$ cat src/rtl/cla_pipe_adder.sv
// Two-stage pipelined carry-lookahead adder with valid/ready handshake and full backpressure.
// Define CLA_OVERFLOW_EN to add the registered signed-overflow output out_ovf.
module cla_pipe_adder #(
    parameter int WIDTH = 16,
    parameter int GROUP = 4
) (
    input  logic             clk,
    input  logic             rst_n,
    input  logic             in_valid,
    output logic             in_ready,
    input  logic [WIDTH-1:0] in_a,
    input  logic [WIDTH-1:0] in_b,
    input  logic             in_cin,
    output logic             out_valid,
    input  logic             out_ready,
    output logic [WIDTH-1:0] out_sum,
    output logic             out_cout
`ifdef CLA_OVERFLOW_EN
    ,
    output logic             out_ovf
`endif
);

    localparam int NGRP = WIDTH / GROUP;

    logic             s1_valid;
    logic             s1_cin;
    logic [WIDTH-1:0] s1_p;
    logic [WIDTH-1:0] s1_g;
    logic [NGRP-1:0]  s1_gg;
    logic [NGRP-1:0]  s1_gp;

    logic             adv1;
    logic             adv2;
    logic             accept;

    logic [WIDTH-1:0] p_in;
    logic [WIDTH-1:0] g_in;
    logic [NGRP-1:0]  gg_in;
    logic [NGRP-1:0]  gp_in;

    logic [NGRP:0]    gc;
    logic [WIDTH:0]   c;
    logic [WIDTH-1:0] sum_d;

    assign adv2     = !out_valid || out_ready;
    assign adv1     = !s1_valid || adv2;
    assign in_ready = adv1;
    assign accept   = in_valid && adv1;

    assign p_in = in_a ^ in_b;
    assign g_in = in_a & in_b;

    // Group generate folds from the lowest bit upward: gg = g[j] | p[j] & gg_below.
    always_comb begin
        gg_in = '0;
        gp_in = '0;
        for (int k = 0; k < NGRP; k++) begin
            for (int j = 0; j < GROUP; j++) begin
                gg_in[k] = g_in[k*GROUP+j] | (p_in[k*GROUP+j] & gg_in[k]);
            end
            gp_in[k] = &p_in[k*GROUP +: GROUP];
        end
    end

    // S1 data only loads on an accepted transfer, so idle (possibly X) operands never enter.
    always_ff @(posedge clk or negedge rst_n) begin
        if (!rst_n) begin
            s1_valid <= 1'b0;
            s1_cin   <= 1'b0;
            s1_p     <= '0;
            s1_g     <= '0;
            s1_gg    <= '0;
            s1_gp    <= '0;
        end else if (adv1) begin
            s1_valid <= accept;
            if (accept) begin
                s1_cin <= in_cin;
                s1_p   <= p_in;
                s1_g   <= g_in;
                s1_gg  <= gg_in;
                s1_gp  <= gp_in;
            end
        end
    end

    // Group carries come from the lookahead chain; bit carries ripple only inside a group.
    always_comb begin
        gc    = '0;
        c     = '0;
        gc[0] = s1_cin;
        for (int k = 0; k < NGRP; k++) begin
            gc[k+1] = s1_gg[k] | (s1_gp[k] & gc[k]);
        end
        for (int k = 0; k < NGRP; k++) begin
            c[k*GROUP] = gc[k];
            for (int j = 0; j < GROUP; j++) begin
                c[k*GROUP+j+1] = s1_g[k*GROUP+j] | (s1_p[k*GROUP+j] & c[k*GROUP+j]);
            end
        end
        c[WIDTH] = gc[NGRP];
        sum_d    = s1_p ^ c[WIDTH-1:0];
    end

    always_ff @(posedge clk or negedge rst_n) begin
        if (!rst_n) begin
            out_valid <= 1'b0;
            out_sum   <= '0;
            out_cout  <= 1'b0;
`ifdef CLA_OVERFLOW_EN
            out_ovf   <= 1'b0;
`endif
        end else if (adv2) begin
            out_valid <= s1_valid;
            out_sum   <= sum_d;
            out_cout  <= c[WIDTH];
`ifdef CLA_OVERFLOW_EN
            out_ovf   <= c[WIDTH] ^ c[WIDTH-1];
`endif
        end
    end

endmodule

$ cat config.mk
export PLATFORM = sky130hd
export DESIGN_NAME = cla_pipe_adder
export DESIGN_NICKNAME = d
export VERILOG_FILES = /design/src/rtl/cla_pipe_adder.sv
export SDC_FILE = /design/constraint.sdc
export NUM_CORES = 1
export LEC_CHECK = 0
export CAP_MARGIN = 20
export CORE_MARGIN = 5
export CORE_UTILIZATION = 55
export DETAILED_ROUTE_END_ITERATION = 10
export PLACE_DENSITY = 0.85
export SETUP_SLACK_MARGIN = 0.1
export SLEW_MARGIN = 0
export SYNTH_ARGS = -nofsm -noshare
export SYNTH_HDL_FRONTEND = slang
export SYNTH_SLANG_ARGS = --single-unit
$ cat constraint.sdc
create_clock -name clk -period 4.8 [get_ports clk]
set_input_delay 1.2 -clock clk [delete_from_list [all_inputs] [get_ports clk]]
set_output_delay 1.2 -clock clk [all_outputs]
set_load 0.02 [all_outputs]
==> results.ini, run 1 <==
[status]
run_status=finished clean

[synthesis]
synth_area_um2=2830
ys_ff_latch=56
synth_edf_count=0
synthArstFlopShare_pct=100
synthFlopType=dfrtp_1
netlist_instances=222
yosysWarnings=0
ys_types=27
synth_nets=287
seq_area_frac_synth_pct=49.5
syn_area_per_cell_um2=12.8

[timing]
fmax_ghz=0.269
slew_headroom_pct=50.3
slew_violations=0
rsz0062_at_grt=false
worst_pin_slew_ns=0.745
hold_slack_ns=0.472
hold_violations=0
min_period_over_period_pct=77.6
finalSetupTns_ns=0
fin_skew_ns=0.0110
setup_violations=0
period_minus_slack_ns=3.72

[clock_network]
numCtsBuffers=5
ctsResizeCount=0
postCtsSetupBuffers=0
clk_pin_slew_ns=0.09
root_buffer=clkbuf_8
insertion_delay_ns=0.31
clock-sinks=56
holdBufCountCts=0
cts_buffer_depth=2
h-tree-depth=2
cts_tree=yes

[layout]
final_common_cell=dfrtp_1
final_cell_mix=dfrtp_1 (56), clkdlybuf4s50_1 (54), nand2_1 (40)
multi_input_area_um2=1350
area_delta_synth_final_pct=23.9
regArea_um2=1400
nFillCells=371
nets=344
diodes=0
drive_gt1_share_pct=19.3

[power]
peakVddDrop_v=0.000211
p_per_area_nw_per_um2=389
p_leak_nw=1.72

[drt]
dr.pass1.iters=4
routed_wl_um=5100
drcViolationCount=0
antenna_left=0
drt_iter0_drc=77
viasPerCell=5.08
wire_per_inst_um=14.6
vias=1777

[flow_run]
drv_cap=0

[global_routing]
antenna_found_initial=0
track_usage_pct=16.7
overflow=0
grt_pass1_vias=1839
grt_max_degree=47
grt_pass1_wl_um=8560

[worst_setup_path]
path_class=in2out
worstPathRequired_ns=3.60
worstPathArrival_ns=2.52
startpoint_type=input pin
cp-end-kind=primary output
path_max_fanout=4

[placement]
io_buffers=55
finalWeightedCongestion=0.770
place_hpwl_um=3820

[floorplanning]
fp.dieH_um=81.8
fp.dieW_um=81.8
initial_utilization_pct=56.2
num_io_pins=56
dieArea_um2=6680
coreArea_um2=5040
row_count=26

[worst_hold_path]
hold_path_class=reg2reg

==> Yosys cell counts (4+ instances only) <==
library cell,number,share of area [%]
a211oi_1,4,1.1
dfrtp_1,56,49
ha_1,28,12
inv_1,5,0.66
mux2_2,7,2.8
mux2_4,26,14
mux2i_1,4,1.4
nand2_1,40,5.3
nand4_1,4,0.88
nor2_1,4,0.53
o21ai_0,9,1.6
o21bai_1,4,1.1
or2_2,8,1.8
xor2_1,4,1.2
==> logic make-up (layout without fill, tap and decap cells) <==
logic type | count (synthesis) | count (layout) | synth area share, %
AOI/OAI and AO/OA | 21 | 21 | 4.68
xor gates and xnor gates | 4 | 4 | 1.24
adders and majority gates | 28 | 28 | 12.4
buffers and inverters | 11 | 69 | 2.70
DFF | 56 | 56 | 49.5
muxes | 37 | 37 | 18.0
and+or+nand+nor | 65 | 65 | 11.5
==> critical path, stage by stage <==
cell,delay (ns)
clkdlybuf4s50_1,0.51
nand3b_4,0.19
clkdlybuf4s50_1,0.62
==> layout make-up <==
| class | instances | share of cell area, % |
|---|---|---|
| well taps | 70 | 2.50 |
| repair buffers | 56 | 15.8 |
| inverters | 5 | 0.535 |
| flip-flops and latches | 56 | 40.0 |
| clock inverters | 2 | 0.285 |
| clock buffers | 6 | 2.35 |
| multi-input cells | 155 | 38.6 |
==> through the flow <==
stage	instances	worst slack [ns]	utilization (%)	area [um2]	power, mW
finish	350	1.08	69.6	3510	1.36
global route	350	1.02	69.6	3510	1.45
CTS	350	1.06	69.6	3510	1.38
detailed placement	342	1.06	67.7	3410	1.12
global placement	342	1.11	67.7	3410	1.10
floorplan	222	2.19	-	2830	0.917
==> layer usage <==
metal | GRT usage [%] | vias up | part of all wire [%]
met3 | 3.62 | 6 | 3.7
li1 | - | 874 | -
met1 | 21.8 | 860 | 45
met2 | 28.2 | 37 | 49
met5 | 0 | - | 0
met4 | 4.82 | 0 | 1.4
==> registers in the layout, summed over array words and instances, names as in the netlist <==
signal / count
s1_gg: 4
out_cout: 1
out_sum: 16
s1_p: 16
s1_g: 12
s1_cin: 1
s1_valid: 1
out_valid: 1
s1_gp: 4
==> path summary, 6_finish.rpt <==
kind | startpoint | endpoint | slack (ns) | cells after the start
min in group asynchronous | rst_n | out_valid | 0.74 | 1
max | out_ready | in_ready | 1.08 | 3
min | out_sum[2] | out_sum[2] | 0.47 | 2
max reg2reg | s1_cin | out_sum[15] | 2.07 | 12
max in group asynchronous | rst_n | out_sum[10] | 3.22 | 2
min reg2reg | out_sum[2] | out_sum[2] | 0.47 | 2
==> report_power, final <==
part           internal (mW)  total, mW  switching (mW)
registers              0.574      0.635          0.0607
clock network          0.116      0.262           0.146
logic                  0.254      0.468           0.214
No activity file was read; power rests on OpenSTA's default activity.
==> inputs of run 2 (changes only) <==
--- a/config.mk
+++ b/config.mk
@@ -7,9 +7,9 @@
 export LEC_CHECK = 0
 export CAP_MARGIN = 20
 export CORE_MARGIN = 5
-export CORE_UTILIZATION = 55
+export CORE_UTILIZATION = 51
 export DETAILED_ROUTE_END_ITERATION = 10
-export PLACE_DENSITY = 0.85
+export PLACE_DENSITY = 0.8
 export SETUP_SLACK_MARGIN = 0.1
 export SLEW_MARGIN = 0
 export SYNTH_ARGS = -nofsm -noshare
==> constraint.sdc (replaced) <==
create_clock -name clk -period 3.5 [get_ports clk]
set_input_delay 0.875 -clock clk [delete_from_list [all_inputs] [get_ports clk]]
set_output_delay 0.875 -clock clk [all_outputs]
set_load 0.02 [all_outputs]
==> run 2 against run 1 <==
Against the previous run: via count grew 0.84%; wire length shrank 0.25%; utilization shrank 4.8 points; sequential power grew 37%; highest routed layer unchanged.
==> results.ini, run 2 (synthesis results as in run 1) <==
[status]
run_status=finished clean

[worst_setup_path]
path_max_fanout=4  ; unchanged
path_cells=clkdlybuf4s50_1 -> nand3b_4 -> clkdlybuf4s50_1
slowest_delay_ns=0.62  ; about the same
crit_top_cell=clkdlybuf4s50_1
startpoint_type=input pin
worstPathArrival_ns=2.18  ; -0.34 ns
crit_slowest_cell=clkdlybuf4s50_1
path_class=in2out
worstPathRequired_ns=2.62  ; -0.98 ns
cp-end-kind=primary output

[placement]
place_hpwl_um=3900  ; +2.0%
dpl_cell_area_um2=3420  ; +0.29%
io_buffers=55  ; unchanged
place_ws_ns=0.448  ; -0.614 ns
finalWeightedCongestion=0.764  ; -0.78%

[layout]
final_area_um2=3520  ; +0.39%
area_delta_synth_final_pct=24.3
nFillCells=436  ; +18%
nets=345  ; +0.29%
largestRegisters=out_sum (16), s1_p (16), s1_g (12)
final_cell_mix=dfrtp_1 (56), clkdlybuf4s50_1 (54), nand2_1 (40)
drive_gt1_share_pct=19.6  ; +0.29 points
diodes=0  ; unchanged
final_common_cell=dfrtp_1

[clock_network]
ctsResizeCount=0  ; unchanged
numCtsBuffers=5  ; unchanged
postCtsSetupBuffers=0  ; unchanged
clk_pin_slew_ns=0.10  ; about the same
cts_buffer_depth=2  ; unchanged
clock-sinks=56  ; unchanged
h-tree-depth=2  ; unchanged
holdBufCountCts=0  ; unchanged
insertion_delay_ns=0.31  ; about the same
cts_tree=yes
root_buffer=clkbuf_8

[drt]
routed_wl_um=5090  ; -0.25%
dr.pass1.iters=4  ; unchanged
antenna_left=0  ; unchanged
vias=1792  ; +0.84%
wire_per_inst_um=14.4  ; -1.1%
viasPerCell=5.08  ; about the same
drt_iter0_drc=76  ; -1.3%
drcViolationCount=0  ; unchanged

[power]
p_leak_nw=1.72  ; +0.32%
p_per_area_nw_per_um2=536  ; +38%
peakVddDrop_v=0.000305  ; +45%
finalPower_mw=1.89  ; +38%

[timing]
slew_violations=0  ; unchanged
min_period_over_period_pct=87.2
finalWorstSetupSlack_ns=0.449  ; -0.628 ns
rsz0062_at_grt=false
period_minus_slack_ns=3.05
setup_violations=0  ; unchanged
hold_slack_ns=0.478  ; +0.00635 ns
slew_headroom_pct=50.2  ; -0.17 points
finalSetupTns_ns=0  ; unchanged
fin_skew_ns=0.0102  ; -0.000779 ns
hold_violations=0  ; unchanged
worst_pin_slew_ns=0.748  ; +0.00247 ns
fmax_ghz=0.328

[floorplanning]
initial_utilization_pct=52.1  ; -4.1 points
coreArea_um2=5440  ; +7.9%
fp.dieW_um=84.5  ; +3.4%
dieArea_um2=7140  ; +6.9%
fp.dieH_um=84.5  ; +3.4%
num_io_pins=56  ; unchanged
row_count=27  ; +3.8%

[global_routing]
grt_max_degree=38  ; -19%
grt_pass1_wl_um=8870  ; +3.6%
overflow=0  ; unchanged
track_usage_pct=15.3  ; -1.4 points
grt_pass1_vias=1868  ; +1.6%
antenna_found_initial=0  ; unchanged

[worst_hold_path]
hold_path_class=reg2reg

[flow_run]
drv_cap=0  ; unchanged

run 2: cell count changes in the layout (fill, tap and decap cells not counted), sizes merged:
cell and delta:
buf +1, clkinv -1, inv +1
run 2: path summary, 6_finish.rpt:
path / start / to / slack (ns) / cells past startpoint
hold / removal: out_sum[14] / out_sum[14] / 0.48 / 2
hold reg to reg: out_sum[14] / out_sum[14] / 0.48 / 2
min in group asynchronous: rst_n / s1_p[15] / 0.61 / 1
setup / recovery: out_ready / in_ready / 0.45 / 3
max in group asynchronous: rst_n / out_sum[11] / 2.22 / 2
setup reg to reg: s1_cin / out_sum[15] / 0.81 / 12
run 2: routing by layer:
layer  up-vias  global-route usage (%)  part of all wire (%)  wire, um
met1       871                    19.5                    45      2270
met5         -                       0                     0         0
met2        39                    26.1                    49      2510
met4         0                    4.32                   1.2        63
met3         6                    3.63                   4.7       237
li1        876                       -                     -         -
run 2: final cells by class:
cell class              count  area (um2)  area share [%]
clock buffers               6        82.6            2.35
clock inverters             2        13.8           0.391
inverters                   5        18.8           0.533
multi-input cells         155        1350            38.5
flip-flops and latches     56        1400            39.8
well taps                  72        90.1            2.56
repair buffers             57         561            15.9
run 2: where the power goes:
group          switching, mW  leakage (nW)  internal (mW)
registers             0.0828         0.683          0.788
logic                  0.292         0.989          0.351
clock network          0.212        0.0516          0.162
run 2: worst max-delay path, delay by kind of cell:
| kind | cells | cell delay (ns) |
|---|---|---|
| buffers and inverters | 2 | 1.12 |
| AND/OR/NAND/NOR | 1 | 0.18 |
run 2: through the flow:
stage               util (%)  instances
floorplan                  -        222
global placement        63.0        345
detailed placement      63.0        345
CTS                     64.7        353
global route            64.7        353
finish                  64.7        353
